==> src/rtl/spi_controller.sv <==
// SPI mode-0 initiator: queues 16-bit register-write frames in a small FIFO
// and serialises them MSB first on nCS/SCLK/COPI at a programmable SCLK rate.
module spi_controller #(
  parameter int CLK_DIV    = 4,
  parameter int FIFO_DEPTH = 4
) (
  input  logic                        clk,
  input  logic                        rst_n,
  input  logic                        req_valid,
  output logic                        req_ready,
  input  logic [6:0]                  req_addr,
  input  logic [7:0]                  req_data,
  output logic [$clog2(FIFO_DEPTH):0] fifo_count,
  output logic                        busy,
  output logic                        done,
  output logic                        nCS,
  output logic                        SCLK,
  output logic                        COPI
);

  localparam int PTR_W = $clog2(FIFO_DEPTH);
  localparam int CNT_W = PTR_W + 1;
  localparam int DIV_W = (CLK_DIV > 1) ? $clog2(CLK_DIV) : 1;
  localparam logic [DIV_W-1:0] DIV_LAST = DIV_W'(CLK_DIV - 1);
  localparam logic [CNT_W-1:0] FULL_CNT = CNT_W'(FIFO_DEPTH);

  typedef enum logic [1:0] {IDLE, SETUP, SHIFT, GAP} state_t;

  logic [14:0]      mem_q [FIFO_DEPTH];
  logic [PTR_W-1:0] wr_ptr_q, wr_ptr_d;
  logic [PTR_W-1:0] rd_ptr_q, rd_ptr_d;
  logic [CNT_W-1:0] count_q, count_d;
  state_t           state_q, state_d;
  logic [DIV_W-1:0] div_q, div_d;
  logic [3:0]       bit_q, bit_d;
  logic [14:0]      shreg_q, shreg_d;
  logic             ncs_q, ncs_d;
  logic             sclk_q, sclk_d;
  logic             copi_q, copi_d;
  logic             busy_q, busy_d;
  logic             done_q, done_d;
  logic             push, pop, div_wrap;
  logic [15:0]      head_frame;

  assign req_ready  = (count_q != FULL_CNT);
  assign push       = req_valid && req_ready;
  assign pop        = (state_q == IDLE) && (count_q != '0);
  assign div_wrap   = (div_q == DIV_LAST);
  assign head_frame = {1'b1, mem_q[rd_ptr_q]};

  assign fifo_count = count_q;
  assign busy       = busy_q;
  assign done       = done_q;
  assign nCS        = ncs_q;
  assign SCLK       = sclk_q;
  assign COPI       = copi_q;

  always_ff @(posedge clk) begin
    if (push) mem_q[wr_ptr_q] <= {req_addr, req_data};
  end

  always_comb begin
    wr_ptr_d = wr_ptr_q + PTR_W'(push);
    rd_ptr_d = rd_ptr_q + PTR_W'(pop);
    count_d  = count_q + CNT_W'(push) - CNT_W'(pop);
  end

  // COPI holds the bit on the wire; shreg holds the 15 bits still to send.
  always_comb begin
    state_d = state_q;
    div_d   = div_q;
    bit_d   = bit_q;
    shreg_d = shreg_q;
    ncs_d   = ncs_q;
    sclk_d  = sclk_q;
    copi_d  = copi_q;
    busy_d  = busy_q;
    done_d  = 1'b0;
    unique case (state_q)
      IDLE: begin
        if (pop) begin
          shreg_d = head_frame[14:0];
          copi_d  = head_frame[15];
          ncs_d   = 1'b0;
          busy_d  = 1'b1;
          div_d   = '0;
          bit_d   = '0;
          state_d = SETUP;
        end else begin
          busy_d  = 1'b0;
        end
      end
      SETUP: begin
        if (div_wrap) begin
          div_d   = '0;
          sclk_d  = 1'b1;
          state_d = SHIFT;
        end else begin
          div_d   = div_q + 1'b1;
        end
      end
      SHIFT: begin
        if (!div_wrap) begin
          div_d = div_q + 1'b1;
        end else begin
          div_d = '0;
          if (sclk_q) begin
            sclk_d  = 1'b0;
            copi_d  = shreg_q[14];
            shreg_d = {shreg_q[13:0], 1'b0};
          end else if (bit_q == 4'd15) begin
            bit_d   = '0;
            ncs_d   = 1'b1;
            copi_d  = 1'b0;
            done_d  = 1'b1;
            state_d = GAP;
          end else begin
            bit_d   = bit_q + 1'b1;
            sclk_d  = 1'b1;
          end
        end
      end
      GAP: begin
        // Two divider periods; bit counter bit 0 marks the second one.
        if (!div_wrap) begin
          div_d = div_q + 1'b1;
        end else begin
          div_d = '0;
          if (bit_q[0]) begin
            bit_d   = '0;
            busy_d  = (count_q != '0);
            state_d = IDLE;
          end else begin
            bit_d   = 4'd1;
          end
        end
      end
    endcase
  end

  always_ff @(posedge clk or negedge rst_n) begin
    if (!rst_n) begin
      wr_ptr_q <= '0;
      rd_ptr_q <= '0;
      count_q  <= '0;
      state_q  <= IDLE;
      div_q    <= '0;
      bit_q    <= '0;
      shreg_q  <= '0;
      ncs_q    <= 1'b1;
      sclk_q   <= 1'b0;
      copi_q   <= 1'b0;
      busy_q   <= 1'b0;
      done_q   <= 1'b0;
    end else begin
      wr_ptr_q <= wr_ptr_d;
      rd_ptr_q <= rd_ptr_d;
      count_q  <= count_d;
      state_q  <= state_d;
      div_q    <= div_d;
      bit_q    <= bit_d;
      shreg_q  <= shreg_d;
      ncs_q    <= ncs_d;
      sclk_q   <= sclk_d;
      copi_q   <= copi_d;
      busy_q   <= busy_d;
      done_q   <= done_d;
    end
  end

endmodule

==> config.mk <==
export PLATFORM = sky130hd
export DESIGN_NAME = spi_controller
export DESIGN_NICKNAME = d
export VERILOG_FILES = /design/src/rtl/spi_controller.sv
export SDC_FILE = /design/constraint.sdc
export NUM_CORES = 1
export LEC_CHECK = 0
export CORE_UTILIZATION = 53
export DETAILED_ROUTE_END_ITERATION = 8
export PLACE_DENSITY = 0.76
export SYNTH_ARGS = -nofsm -noshare
export SYNTH_HDL_FRONTEND = slang
export SYNTH_SLANG_ARGS = --single-unit
==> constraint.sdc <==
create_clock -name clk -period 2.33 [get_ports clk]
set_input_delay 0.5825 -clock clk [delete_from_list [all_inputs] [get_ports clk]]
set_output_delay 0.5825 -clock clk [all_outputs]
set_load 0.02 [all_outputs]
==> flow_summary.yaml, run 1 <==
critical_path:
  crit_family: "buffers and inverters"
  end_kind: "primary output"
  crit_slowest_cell: "clkdlybuf4s50_1"
  crit_cells: 4
  timing.rr.start: "fifo_count[0]"
  endpoint: "req_ready"
  slowest_delay_ns: 0.53
  critPathKind: "reg2out"
  worst-path-buf-inv: 2
  critPathMaxFanout: 5
  critical_path_required_ns: 1.75
  critical_path.cell_chain: "buf_4 > nor2_1 > nand2_1 > clkdlybuf4s50_1"
  cp-startpoint: "fifo_count[1]"
  cp.arrival_ns: 1.61
  start_kind: "register"
  reg2reg_to: "fifo_count[2]"
  r2r_cells: 8
  reg2reg_slack_ns: 0.23
synthesis:
  syn_nets: 283
  synthesis.area_um2: 4020
  synthCells: 255
  ys_types: 47
  ys_seq_area_frac: 0.667
  synth_area_per_cell_um2: 15.8
  yosysWarnings: 0
  ys_ff_latch: 95
clock_network:
  cts.repair.resized: 0
  post_cts_buffers: 0
  cts-htree-levels: 3
  tritoncts: "yes"
  cts_max_path_buffers: 2
  cts-root-buf: "clkbuf_8"
  ctsHoldBuffers: 0
  cts_made_buffers: 9
  path_clk_slew_ns: 0.10
  numClockSinks: 95
  insertion_delay_ns: 0.36
placed_design:
  gp_routability_congestion: 0.797
  port-buffer-count: 26
  place_ws_ns: 0.0554
  post_dp_cell_area_um2: 4530
  hpwl_mm: 4.17
routing:
  drt_iter0_drc: 98
  first_pass_iters: 4
  routedWlPerCell_um: 15.9
  drt-total-wl_mm: 6.41
  viasPerCell: 5.33
  antenna_left: 0
  drc_errors: 0
  num_vias: 2141
sta:
  fmax_ghz: 0.457
  period_needed_ns: 2.19
  hold_viol: 0
  fin_setup_tns_ns: 0
  setup_viol: 0
  final.setup.worst_slack_ns: 0.140
  post-route-period-util: 0.940
  rsz0062_at_grt: "false"
  slew_viol_final: 0
  tightest_slew_ns: 0.536
  fin_skew_ns: 0.00842
  max_slew_margin: 0.641
layout:
  drive_gt1_frac: 0.201
  nets: 326
  fin_util: 0.647
  antennaDiodeCount: 0
  syn_to_final_growth_pct: 17.3
  final_area_um2: 4720
global_route:
  grt_use_total: 0.183
  grt_remaining_overflow: 0
  antenna_found_initial: 0
  grt_pass1_vias: 2173
  grt_pass1_wl_mm: 10.4
  grt_max_degree: 36
die:
  num_rows: 31
  start_util: 0.551
  die-area_um2: 7940
  ios: 27
  core_um2: 7290
  die_w_um: 89.1
  die_h_um: 89.1
job:
  cap_violations: 0
pwr:
  vdd_ir_drop_max_v: 0.000567
  p_leak_nw: 1.80
  power_density_nw_per_um2: 810
worst_hold_path:
  hold_path_class: "reg2reg"
outcome:
  status: "completed"
per-stage QoR:
stage	std cells	hold WS (ns)	total power, mW
after floorplan	255	0.287	2.53
after global placement	386	0.449	2.82
after detailed placement	386	0.459	2.85
after CTS	402	0.474	3.87
after global routing	402	0.496	3.99
final	402	0.470	3.82
placed cells by master (no fill, tap or decap), types with 2 or more instances in the layout:
cell,count
inv_1,7
nor2_1,21
dfrtp_1,34
xnor2_1,5
edfxtp_1,60
nor4_1,2
nand4b_1,2
a21oi_1,17
nand2b_1,4
ha_1,9
nand2_1,13
buf_12,2
nor2b_1,2
inv_8,3
clkbuf_8,9
o211ai_1,2
o21ai_0,3
nand3_1,4
mux4_2,15
buf_4,15
clkdlybuf4s50_1,26
nor3b_2,2
mux2i_1,15
clkinv_4,2
synth_stat cells, drive strengths merged:
cell type | count | share of area
a2111oi | 1 | 0.0069
a211oi | 1 | 0.0019
a21o | 1 | 0.0019
a21oi | 18 | 0.025
a221o | 1 | 0.0025
a22o | 1 | 0.0022
a31oi | 1 | 0.0016
and3 | 1 | 0.0016
buf | 8 | 0.011
clkbuf | 3 | 0.0028
dfrtp | 34 | 0.21
dfstp | 1 | 0.0065
edfxtp | 60 | 0.45
fa | 1 | 0.0050
ha | 9 | 0.028
inv | 8 | 0.0075
mux2 | 3 | 0.0093
mux2i | 15 | 0.037
mux4 | 15 | 0.084
nand2 | 13 | 0.012
nand2b | 4 | 0.0062
nand3 | 4 | 0.0050
nand4b | 2 | 0.0044
nor2 | 21 | 0.020
nor2b | 3 | 0.0053
nor3 | 2 | 0.0025
nor3b | 3 | 0.0056
nor4 | 2 | 0.0031
nor4b | 1 | 0.0059
o211ai | 2 | 0.0037
o21ai | 3 | 0.0037
o21ba | 1 | 0.0025
o22ai | 1 | 0.0016
o31a | 1 | 0.0022
o32a | 1 | 0.0025
or2 | 1 | 0.0016
or3 | 1 | 0.0016
or4 | 1 | 0.0028
xnor2 | 5 | 0.011
xor2 | 1 | 0.0022
cells by family (layout without fill, tap and decap cells):
logic type / after synthesis / after routing / share of synthesized area
compound gates: 33 / 33 / 0.0582
xor+xnor: 6 / 6 / 0.0131
fa+ha+maj: 10 / 10 / 0.0330
buf+inv: 19 / 67 / 0.0212
flops: 95 / 95 / 0.667
mux: 33 / 33 / 0.131
simple gates: 59 / 59 / 0.0772
where the power goes:
part	internal, mW	switching (mW)	total [mW]
registers	2.07	0.0923	2.16
logic	0.299	0.332	0.631
clock network	0.414	0.610	1.02
registers in the layout (all words and copies together) (netlist names):
signal      cells
COPI            1
SCLK            1
bit_q           4
busy            1
div_q           2
done            1
fifo_count      3
mem_q          60
nCS             1
rd_ptr_q        2
shreg_q        15
state_q         2
wr_ptr_q        2
routing by layer:
layer | vias to the layer above | GRT usage | wire length (µm)
li1 | 1036 | - | -
met1 | 1065 | 0.227 | 2880
met2 | 31 | 0.314 | 3230
met3 | 9 | 0.0360 | 186
met4 | 0 | 0.0823 | 118
met5 | - | 0 | 0
cell type report:
| class | instances | area [µm²] |
|---|---|---|
| Sequential cell | 95 | 2680 |
| Inverter | 8 | 30.0 |
| Multi-Input combinational cell | 141 | 1280 |
| Tap cell | 99 | 124 |
| Fill cell | 558 | 2580 |
| Timing Repair Buffer | 43 | 413 |
| Clock inverter | 7 | 63.8 |
| Clock buffer | 9 | 124 |
how the worst min path moves through the flow:
stage / start / end / slack, ns / cells past startpoint
after floorplan: rst_n / COPI / 0.29 / 0
after global placement: nCS / nCS / 0.45 / 2
after detailed placement: nCS / nCS / 0.46 / 2
after CTS: nCS / nCS / 0.47 / 2
after global routing: nCS / nCS / 0.50 / 2
final: nCS / nCS / 0.47 / 2
worst min-delay path: cells and delay by family (launching register included):
family           cells  cell delay [ns]
and+or+nand+nor      2             0.09
DFF                  1             0.39
Power figures use the tool's default switching activity.
==> inputs of run 2 (changes only) <==
CORE_UTILIZATION = 55   (was 53)
PLACE_DENSITY = 0.75   (was 0.76)
clock period = 2.04 ns   (was 2.33 ns; I/O delays follow)
==> run 2 against run 1 <==
Clock power is 17% higher. Routed wire length is 11% higher. Hold slack worse by 0.0021 ns. Highest routed layer unchanged. Register-to-register slack worse by 0.18 ns. Critical endpoint is now state_q[1]. Utilization is 6.9 points higher. Combinational power is 34% higher. Die area is 3.6% lower.
==> flow_summary.yaml, run 2 (synthesis results as in run 1) <==
sta:
  tightest_slew_ns: 0.459
  setup_viol: 0
  post-route-period-util: 0.975
  rsz0062_at_grt: "true"
  fin_setup_tns_ns: 0
  final.setup.worst_slack_ns: 0.0520
  slew_viol_final: 0
  fmax_ghz: 0.503
  fin_skew_ns: 0.00768
  period_needed_ns: 1.99
  hold_viol: 0
  max_slew_margin: 0.694
global_route:
  grt_max_degree: 36
  grt_pass1_vias: 2320
  grt_use_total: 0.205
  grt_remaining_overflow: 0
  grt_pass1_wl_mm: 11.3
  antenna_found_initial: 0
layout:
  nets: 341
  drive_gt1_frac: 0.277
  regMostFlops: "mem_q"
  mostFrequentLayoutCells: "edfxtp_1, dfrtp_1, buf_4, clkdlybuf4s50_1, nor2_1"
  largest_reg_flops: 60
  antennaDiodeCount: 0
  reg_top3: "mem_q (60), shreg_q (15), bit_q (4)"
  final_common_cell: "edfxtp_1"
  final_area_um2: 4970
  syn_to_final_growth_pct: 23.6
clock_network:
  numClockSinks: 95
  tritoncts: "yes"
  cts_made_buffers: 9
  cts_max_path_buffers: 2
  cts-htree-levels: 3
  path_clk_slew_ns: 0.09
  ctsHoldBuffers: 0
  cts-root-buf: "clkbuf_8"
  insertion_delay_ns: 0.35
critical_path:
  critical_path.cell_chain: "buf_4 > ha_1 > nor2b_1 > or4_4 > a21oi_4 > mux2_4"
  end_kind: "register"
  crit_slowest_cell: "or4_4"
  slowest_delay_ns: 0.50
  critPathKind: "reg2reg"
  timing.rr.start: "state_q[0]"
  crit_family: "simple AND/OR/NAND/NOR gates"
  critPathMaxFanout: 3
  cp.arrival_ns: 2.23
  critical_path_required_ns: 2.28
  reg2reg_slack_ns: 0.05
  start_kind: "register"
  r2r_cells: 6
  worst-path-buf-inv: 1
  reg2reg_to: "state_q[1]"
placed_design:
  place_ws_ns: -0.223
  hpwl_mm: 4.45
  port-buffer-count: 26
  post_dp_cell_area_um2: 4670
  gp_routability_congestion: 0.776
die:
  start_util: 0.579
  core_um2: 6940
  num_rows: 30
  die_w_um: 87.5
  die_h_um: 87.5
  die-area_um2: 7650
  ios: 27
routing:
  first_pass_iters: 4
  drc_errors: 0
  drt_iter0_drc: 116
  routedWlPerCell_um: 17.2
  num_vias: 2269
  antenna_left: 0
  drt-total-wl_mm: 7.12
  viasPerCell: 5.48
pwr:
  vdd_ir_drop_max_v: 0.000525
  p_leak_nw: 1.95
  switching_share: 0.256
  power.internal_mw: 3.35
  power_frac_seq: 0.547
  power_density_nw_per_um2: 907
  clkPwrFrac: 0.265
  comb_power_share: 0.188
  power.net_switching_mw: 1.15
worst_hold_path:
  whs_endpoint: "nCS"
  worstHoldStart: "nCS"
  min_delay_path_depth: 2
  hold_path_class: "reg2reg"
job:
  cap_violations: 0
outcome:
  status: "completed"
## run 2: changes by cell type in the layout (fill, tap and decap cells not counted), sizes merged
cell,previous run,this run
bufinv,0,1
buf,17,30
clkdlybuf4s50,26,22
inv,12,9
clkinvlp,0,1
clkbuf,9,12
dlymetal6s2s,0,3
dlygate4sd2,0,1
## run 2: power groups by stage
stage	combinational [mW]	clock, mW	sequential, mW
floorplan	0.351	0	2.57
global placement	0.834	0	2.49
detailed placement	0.843	0	2.51
CTS	0.841	1.21	2.47
global route	0.923	1.29	2.49
finish	0.847	1.19	2.46
## run 2: final cells by class
cell class                      count  area, µm²
Clock buffer                       10        128
Clock inverter                      6       60.1
Fill cell                         444       1980
Inverter                            8       30.0
Multi-Input combinational cell    141       1330
Sequential cell                    95       2680
Tap cell                           96        120
Timing Repair Buffer               58        617
## run 2: per-stage QoR
stage	instances	power [mW]	hold slack, ns	utilization
6_report	414	4.51	0.468	0.715
5_1_grt	414	4.70	0.496	0.715
4_1_cts	410	4.52	0.473	0.702
3_5_place_dp	392	3.35	0.459	0.672
3_3_place_gp	392	3.33	0.458	0.672
2_1_floorplan	255	2.92	0.214	-
## run 2: worst min-delay path: cells and delay by family (launching register included)
kind	cells	cell delay, ns
flip-flops	1	0.38
AND/OR/NAND/NOR	2	0.09
## run 2: what timing repair did
action / 4_1_cts / 5_1_grt
buffers inserted: 2 / 2
pin swaps: 1 / 2
endpoints found under the setup margin: 2 / 5
gates cloned: 0 / 2
resized for setup: 3 / 8
## run 2: worst max path at each step
stage	start	end	cells past startpoint
3_5_place_dp	req_valid	fifo_count[2]	9
4_1_cts	nCS	nCS	1
2_1_floorplan	fifo_count[1]	fifo_count[2]	8
3_3_place_gp	req_valid	fifo_count[2]	9
6_report	state_q[0]	state_q[1]	6
5_1_grt	fifo_count[0]	fifo_count[2]	8
## run 2: metal layers
layer,vias to the layer above,routed length [µm],track usage
met5,-,0,0
met4,0,166,0.0864
met3,16,227,0.0493
met2,45,3670,0.342
met1,1129,3060,0.259
li1,1079,-,-
==> inputs of run 3 (changes only) <==
HOLD_SLACK_MARGIN = 0.1   (was unset)
PLACE_DENSITY = 0.74   (was 0.75)
RECOVER_POWER = 25   (was unset)
==> run 3 against run 2 <==
Sequential power about the same. Design area shrank 0.96%. Hold slack gained 0.0044 ns. Sequential cell count did not move. Via count down 1.3%. Largest cell class unchanged. Largest power group unchanged.
==> flow_summary.yaml, run 3 (synthesis results as in run 1) <==
outcome:
  status: "completed"
critical_path:
  reg2reg_slack_ns: 0.07
  cp.arrival_ns: 1.47
  r2r_cells: 6
  slowest_delay_ns: 0.61
  crit_slowest_cell: "clkdlybuf4s50_1"
  critPathMaxFanout: 4
  critical_path_required_ns: 1.53
  reg2reg_to: "state_q[1]"
  start_kind: "register"
  end_kind: "primary output"
  timing.rr.start: "state_q[1]"
  critical_path.cell_chain: "buf_4 > clkdlybuf4s50_1"
  critPathKind: "reg2out"
placed_design:
  port-buffer-count: 26
  hpwl_mm: 4.48
  gp_routability_congestion: 0.809
global_route:
  grt_use_total: 0.204
  grt_pass1_wl_mm: 11.4
  grt_remaining_overflow: 0
  antenna_found_initial: 0
  grt_max_degree: 36
  grt_pass1_vias: 2296
pwr:
  vdd_ir_drop_max_v: 0.000814
  finalPower_mw: 4.67
  p_leak_nw: 1.92
  power_density_nw_per_um2: 950
routing:
  routedWlPerCell_um: 16.7
  antenna_left: 0
  drc_errors: 0
  viasPerCell: 5.47
  num_vias: 2239
  first_pass_iters: 4
  drt-total-wl_mm: 6.83
  drt_iter0_drc: 101
clock_network:
  insertion_delay_ns: 0.35
  cts_max_path_buffers: 2
  cts-root-buf: "clkbuf_8"
  ctsHoldBuffers: 0
  cts_made_buffers: 9
  tritoncts: "yes"
  cts-htree-levels: 3
  numClockSinks: 95
  path_clk_slew_ns: 0.09
sta:
  tightest_slew_ns: 0.463
  fmax_ghz: 0.504
  period_needed_ns: 1.98
  fin_setup_tns_ns: 0
  max_slew_margin: 0.691
  post-route-period-util: 0.972
  fin_skew_ns: 0.00876
  slew_viol_final: 0
  setup_viol: 0
  hold_viol: 0
layout:
  syn_to_final_growth_pct: 22.4
  largest_reg_flops: 60
  drive_gt1_frac: 0.259
  fillCellCount: 449
  reg_top3: "mem_q (60), shreg_q (15), bit_q (4)"
  antennaDiodeCount: 0
  nets: 336
  final_common_cell: "edfxtp_1"
  regMostFlops: "mem_q"
  mostFrequentLayoutCells: "edfxtp_1, dfrtp_1, nor2_1, buf_4, a21oi_1"
die:
  die_h_um: 87.5
  die_w_um: 87.5
  die-area_um2: 7650
  num_rows: 30
  start_util: 0.579
  ios: 27
  core_um2: 6940
worst_hold_path:
  whs_endpoint: "nCS"
  hold_path_class: "reg2reg"
  min_delay_path_depth: 2
  worstHoldStart: "nCS"
job:
  cap_violations: 0
==> run 3: power breakdown <==
group | internal, mW | switching, mW
logic | 0.428 | 0.434
clock network | 0.693 | 0.645
registers | 2.37 | 0.101
==> run 3: worst max-delay path, delay by kind of cell, from the launching register on <==
family                 cells  cell delay, ns
flip-flops                 1            0.36
buffers and inverters      2            0.76
==> run 3: routing by layer <==
metal / vias up / wire length (µm) / GRT usage
li1: 1060 / - / -
met1: 1139 / 3170 / 0.274
met2: 32 / 3440 / 0.341
met3: 8 / 155 / 0.0341
met4: 0 / 66 / 0.0671
met5: - / 0 / 0
==> run 3: cell type report <==
type / count / area, µm² / share of cell area
sequential: 95 / 2680 / 0.545
multi-input combinational: 141 / 1320 / 0.268
timing repair buffer: 53 / 552 / 0.112
clock buffer: 9 / 124 / 0.0252
tap: 96 / 120 / 0.0244
clock inverter: 7 / 93.8 / 0.0191
inverter: 8 / 30.0 / 0.00610
==> run 3: worst max path at each step <==
stage	start	to
2_1_floorplan	fifo_count[1]	fifo_count[2]
3_3_place_gp	req_valid	fifo_count[2]
3_5_place_dp	req_valid	fifo_count[2]
4_1_cts	fifo_count[0]	fifo_count[2]
5_1_grt	fifo_count[0]	fifo_count[2]
6_report	fifo_count[2]	fifo_count[2]
==> run 3: stage by stage <==
| step | cells | hold slack [ns] | worst slack, ns | instance area [µm²] | util |
|---|---|---|---|---|---|
| floorplan | 255 | 0.214 | 0.00646 | 4060 | - |
| global placement | 391 | 0.454 | -0.164 | 4670 | 0.673 |
| detailed placement | 391 | 0.466 | -0.222 | 4670 | 0.673 |
| CTS | 408 | 0.481 | 0.00113 | 4900 | 0.705 |
| global route | 409 | 0.524 | -0.00184 | 4920 | 0.708 |
| finish | 409 | 0.472 | 0.0564 | 4920 | 0.708 |
==> run 3: what timing repair did <==
| action | 4_1_cts | 5_1_grt |
|---|---|---|
| pin swaps | 0 | 0 |
| gates resized for setup | 1 | 4 |
| buffers inserted | 1 | 1 |
| setup endpoints to repair | 2 | 3 |
